File: src/rtl/conv_frame_streamer.sv
// Streams one frame from a synchronous-read frame memory as a raster-ordered
// valid/ready pixel stream with sof/eol/eof markers.
module conv_frame_streamer #(
    parameter  int WORD_SIZE = 8,
    parameter  int ROW_SIZE  = 540,
    parameter  int NUM_ROWS  = 480,
    localparam int ADDR_W    = $clog2(ROW_SIZE * NUM_ROWS)
) (
    input  logic                 clk,
    input  logic                 rst,
    input  logic                 start,
    output logic                 busy,
    output logic                 done,
    output logic                 mem_rd_en,
    output logic [ADDR_W-1:0]    mem_addr,
    input  logic [WORD_SIZE-1:0] mem_rd_data,
    output logic [WORD_SIZE-1:0] pixel_out,
    output logic                 pixel_valid,
    input  logic                 pixel_ready,
    output logic                 sof,
    output logic                 eol,
    output logic                 eof
);

    localparam int NUM_PIX = ROW_SIZE * NUM_ROWS;
    localparam int COL_W   = (ROW_SIZE > 1) ? $clog2(ROW_SIZE) : 1;
    localparam int ROW_W   = (NUM_ROWS > 1) ? $clog2(NUM_ROWS) : 1;

    localparam logic [ADDR_W-1:0] LAST_ADDR = ADDR_W'(NUM_PIX - 1);
    localparam logic [COL_W-1:0]  LAST_COL  = COL_W'(ROW_SIZE - 1);
    localparam logic [ROW_W-1:0]  LAST_ROW  = ROW_W'(NUM_ROWS - 1);

    typedef enum logic [1:0] {
        IDLE,
        FETCH,
        DRAIN,
        FINISH
    } state_t;

    state_t state;

    logic [COL_W-1:0] rd_col;
    logic [ROW_W-1:0] rd_row;

    // Marker bits are packed as {sof, eol, eof} and ride along with each entry.
    logic [2:0]           issue_marks;
    logic                 ret_valid;
    logic [2:0]           ret_marks;
    logic                 skid_valid;
    logic [WORD_SIZE-1:0] skid_data;
    logic [2:0]           skid_marks;

    logic       hs;
    logic       out_free;
    logic [1:0] occ;

    assign hs       = pixel_valid & pixel_ready;
    assign out_free = ~pixel_valid | hs;

    // Pixels committed for the next cycle; a handshake this cycle frees its slot.
    assign occ = {1'b0, pixel_valid} + {1'b0, skid_valid} + {1'b0, ret_valid} - {1'b0, hs};

    assign mem_rd_en = (state == FETCH) && (occ < 2'd2);

    assign issue_marks = {
        (rd_row == '0) && (rd_col == '0),
        (rd_col == LAST_COL),
        (rd_row == LAST_ROW) && (rd_col == LAST_COL)
    };

    always_ff @(posedge clk) begin
        if (rst) begin
            state    <= IDLE;
            busy     <= 1'b0;
            done     <= 1'b0;
            mem_addr <= '0;
            rd_col   <= '0;
            rd_row   <= '0;
        end else begin
            done <= 1'b0;
            case (state)
                IDLE: begin
                    if (start) begin
                        state    <= FETCH;
                        busy     <= 1'b1;
                        mem_addr <= '0;
                        rd_col   <= '0;
                        rd_row   <= '0;
                    end
                end
                FETCH: begin
                    if (mem_rd_en) begin
                        if (mem_addr == LAST_ADDR) begin
                            state <= DRAIN;
                        end else begin
                            mem_addr <= mem_addr + ADDR_W'(1);
                        end
                        if (rd_col == LAST_COL) begin
                            rd_col <= '0;
                            rd_row <= rd_row + ROW_W'(1);
                        end else begin
                            rd_col <= rd_col + COL_W'(1);
                        end
                    end
                end
                DRAIN: begin
                    if (hs && eof) begin
                        state <= FINISH;
                        done  <= 1'b1;
                    end
                end
                FINISH: begin
                    state <= IDLE;
                    busy  <= 1'b0;
                end
                default: begin
                    state <= IDLE;
                    busy  <= 1'b0;
                end
            endcase
        end
    end

    // The skid entry is always older than returning data, so it wins the output slot.
    always_ff @(posedge clk) begin
        if (rst) begin
            ret_valid   <= 1'b0;
            ret_marks   <= '0;
            skid_valid  <= 1'b0;
            skid_data   <= '0;
            skid_marks  <= '0;
            pixel_valid <= 1'b0;
            pixel_out   <= '0;
            sof         <= 1'b0;
            eol         <= 1'b0;
            eof         <= 1'b0;
        end else begin
            ret_valid <= mem_rd_en;
            if (mem_rd_en) begin
                ret_marks <= issue_marks;
            end
            if (out_free) begin
                if (skid_valid) begin
                    pixel_valid     <= 1'b1;
                    pixel_out       <= skid_data;
                    {sof, eol, eof} <= skid_marks;
                    skid_valid      <= ret_valid;
                    if (ret_valid) begin
                        skid_data  <= mem_rd_data;
                        skid_marks <= ret_marks;
                    end
                end else if (ret_valid) begin
                    pixel_valid     <= 1'b1;
                    pixel_out       <= mem_rd_data;
                    {sof, eol, eof} <= ret_marks;
                end else begin
                    pixel_valid     <= 1'b0;
                    {sof, eol, eof} <= 3'b000;
                end
            end else if (ret_valid) begin
                skid_valid <= 1'b1;
                skid_data  <= mem_rd_data;
                skid_marks <= ret_marks;
            end
        end
    end

endmodule

File: config.mk
export PLATFORM = sky130hd
export DESIGN_NAME = conv_frame_streamer
export DESIGN_NICKNAME = d
export VERILOG_FILES = /design/src/rtl/conv_frame_streamer.sv
export SDC_FILE = /design/constraint.sdc
export NUM_CORES = 1
export LEC_CHECK = 0
export CAP_MARGIN = 20
export CORE_MARGIN = 2
export CORE_UTILIZATION = 55
export DETAILED_ROUTE_END_ITERATION = 8
export GPL_ROUTABILITY_DRIVEN = 1
export PLACE_DENSITY = 0.75
export RECOVER_POWER = 50
export SLEW_MARGIN = 20
export SYNTH_ARGS = -nofsm -noshare
export SYNTH_HDL_FRONTEND = slang
export SYNTH_SLANG_ARGS = --single-unit
File: constraint.sdc
create_clock -name clk -period 3.9 [get_ports clk]
set_input_delay 0.585 -clock clk [delete_from_list [all_inputs] [get_ports clk]]
set_output_delay 0.585 -clock clk [all_outputs]
set_load 0.02 [all_outputs]
==> flow_metrics.tcl <==
set metrics [dict create \
    p_leak_uw 0.00161 \
    grt-ovfl-total 0 \
    use_met2_pct 38.0 \
    ys_seq_elements 69 \
    cts_setup_buffers 0 \
    timing.rr.start "pixel_valid" \
    setup_viol 0 \
    placementRows 29 \
    synth_area_leader_cell "dfxtp_1" \
    clk_pin_slew_ns 0.08 \
    path_cells "clkdlybuf4s50_1 > and2_1 > ha_1 > inv_1 > ha_1 > a21oi_2 > mux2i_1 > inv_1 > clkdlybuf4s50_1" \
    tightest_slew_ns 2.17 \
    ys_types 50 \
    hpwlAfterDp_um 5740 \
    cts_hold_buf 0 \
    clkSinkCount 69 \
    ioPinCount 45 \
    gp_congestion 0.833 \
    setup_tns_ns 0 \
    placed_area_mm2 0.00406 \
    die_w_um 84.2 \
    postSynthAreaPerCell_um2 8.44 \
    place_inst 526 \
    period_needed_ns 3.61 \
    synthFlopType "dfxtp_1" \
    io_buffer_count 44 \
    grt_busiest_layer "met2" \
    num_vias 3292 \
    fillCellCount 527 \
    wl_per_cell_um 15.4 \
    grt_pass1_wl_um 14000 \
    stdcell_area_mm2 0.00426 \
    viasPerCell 6.07 \
    area_delta_synth_final_pct 20.3 \
    layout-drive-gt1-share_pct 7.53 \
    critPathSlowestCell "clkdlybuf4s50_1" \
    max-cap-violations 1 \
    numCtsBuffers 9 \
    worstHoldStart "ret_marks[1]" \
    rsz0062_at_grt "false" \
    syn_inst 419 \
    vdd_drop_max_v 0.000328 \
    yosys-top-cells-area "dfxtp_1 39%, mux2i_1 7.1%, nor2_1 4.5%" \
    dieArea_mm2 0.00709 \
    critPathKind "input port to output pin" \
    finalCritPeriodShare_pct 92.7 \
    end_kind "output pin" \
    cp-startpoint "pixel_ready" \
    cp.required_ns 3.31 \
    grt_pass1_vias 3025 \
    wl_um 8350 \
    clockRootBuffer "clkbuf_8" \
    antenna_cells 0 \
    drtIter0Drc 227 \
    cp_num_buf_inv 4 \
    ant_nets 0 \
    relSlewSlack_pct -45.0 \
    synth_common_cells "69 x dfxtp_1, 42 x nor2_1, 31 x nand2_1, 25 x mux2i_1" \
    status "complete, but fails checks" \
    grt_use_met1_pct 32.8 \
    violations "capacitance limit, slew limit" \
    yosys_warnings 0 \
    start_util_pct 56.4 \
    netlist_area_mm2 0.00354 \
    critPathArrivalTime_ns 3.03 \
    grt_use_total_pct 24.2 \
    ys_seq_area_share_pct 39.0 \
    syn-num-nets 442 \
    cp_slowest_stage_delay_ns 0.55 \
    die_h_um 84.2 \
    drc 0 \
    clockBufferDepth 2 \
    skew_ns 0.00852 \
    layout.cells.non_filler 542 \
    hold_viol 0 \
    core_region_area_mm2 0.00628 \
    antenna_found_initial 0 \
    power.density_mw_per_mm2 475 \
    grt_max_degree 48 \
    ys_async_sr_fraction_pct 0 \
    drtPass1Iterations 4 \
    post_cts_resized 0 \
    tritoncts "built" \
    use_met3_pct 4.03 \
    fmax_mhz 277 \
    synth-edff-count 0 \
    crit_fanout 4 \
    synth_most_common_cell "dfxtp_1" \
    cp-start-kind "input port" \
    hold_class "flop to flop" \
    cp_top_family "buffers and inverters" \
    htree_num_levels 3 \
    clk_latency_ns 0.35 \
    drv_slew 48 \
    finalNetCount 483 \
    synth_top_area_share_pct 39.0 \
]
## where the power goes
| part | switching (µW) | leakage [µW] | internal [µW] |
|---|---|---|---|
| Clock | 294 | 0.0000996 | 297 |
| Sequential | 38.9 | 0.000558 | 757 |
| Combinational | 400 | 0.000954 | 236 |
| Total | 732 | 0.00161 | 1290 |
## routing by layer
layer	vias to the layer above	part of all wire, %
met4	0	1.9
met5	-	0
met3	12	6.1
li1	1632	-
met2	102	46
met1	1546	46
## cell type report
class / instances / area [µm²] / share of cell area, %
clock inverter: 7 / 73.8 / 1.73
inverter: 17 / 63.8 / 1.50
sequential: 69 / 1380 / 32.5
multi-input combinational: 307 / 1990 / 46.8
timing repair buffer: 56 / 527 / 12.4
clock buffer: 9 / 124 / 2.91
tap: 77 / 96.3 / 2.26
## cells by family after synthesis
family                   share of synthesized area, %
AND/OR/NAND/NOR                                  25.0
AO/OA/AOI/OAI                                    18.2
flip-flops                                       39.0
buffers and inverters                            4.74
multiplexers                                     7.39
adder cells (fa/ha/maj)                          3.89
XOR/XNOR                                         1.73
## placed cells by master (no fill, tap or decap), types with 5 or more instances in the layout
cell type        count
nor3_1               7
nand2_1             31
a21oi_1             24
nand3_1             24
nand4_1             14
dlygate4sd3_1       29
and3_1               7
nor2b_1              5
a211oi_1            18
clkbuf_8             9
buf_4               11
clkdlybuf4s50_1     15
inv_1               17
dfxtp_1             69
a31oi_1              8
o31ai_1             10
xnor2_1              6
and2_1               6
nor2_1              42
o21ai_0             10
mux2i_1             25
or3_1                6
o311ai_0             9
ha_1                11
## per-stage QoR
stage | setup slack [ns] | hold WS, ns | total power (µW) | util [%]
after CTS | 0.283 | 0.483 | 2050 | 67.8
after global routing | 0.177 | 0.501 | 2130 | 67.8
after detailed placement | 0.192 | 0.472 | 1450 | 64.7
after global placement | 0.298 | 0.466 | 1440 | 64.7
final | 0.287 | 0.476 | 2020 | 67.8
after floorplan | 0.858 | 0.444 | 1220 | -
## worst paths after layout
check                  to  slack, ns  cells past startpoint
max             mem_rd_en       0.29                      9
min reg2reg  ret_marks[1]       0.48                      2
max reg2reg  mem_addr[14]       0.89                     10
min          ret_marks[1]       0.48                      2
## worst reg2reg max path, stage by stage, from the launching register on
cell and delay (ns):
dfxtp_1 0.36, and2_1 0.18, ha_1 0.27, inv_1 0.04, ha_1 0.28, a21oi_2 0.25
mux2_2 0.43, or2_1 0.34, buf_4 0.25, o311ai_0 0.37, o31ai_1 0.12
## flip-flops by register name (all words and copies together) (netlist names)
| register | flops |
|---|---|
| mem_addr | 18 |
| rd_row | 9 |
| eol | 1 |
| busy | 1 |
| eof | 1 |
| pixel_out | 8 |
| skid_marks | 3 |
| ret_valid | 1 |
| skid_data | 8 |
| done | 1 |
| skid_valid | 1 |
| rd_col | 10 |
| ret_marks | 3 |
| state | 2 |
| sof | 1 |
| pixel_valid | 1 |
Power figures use the tool's default switching activity.
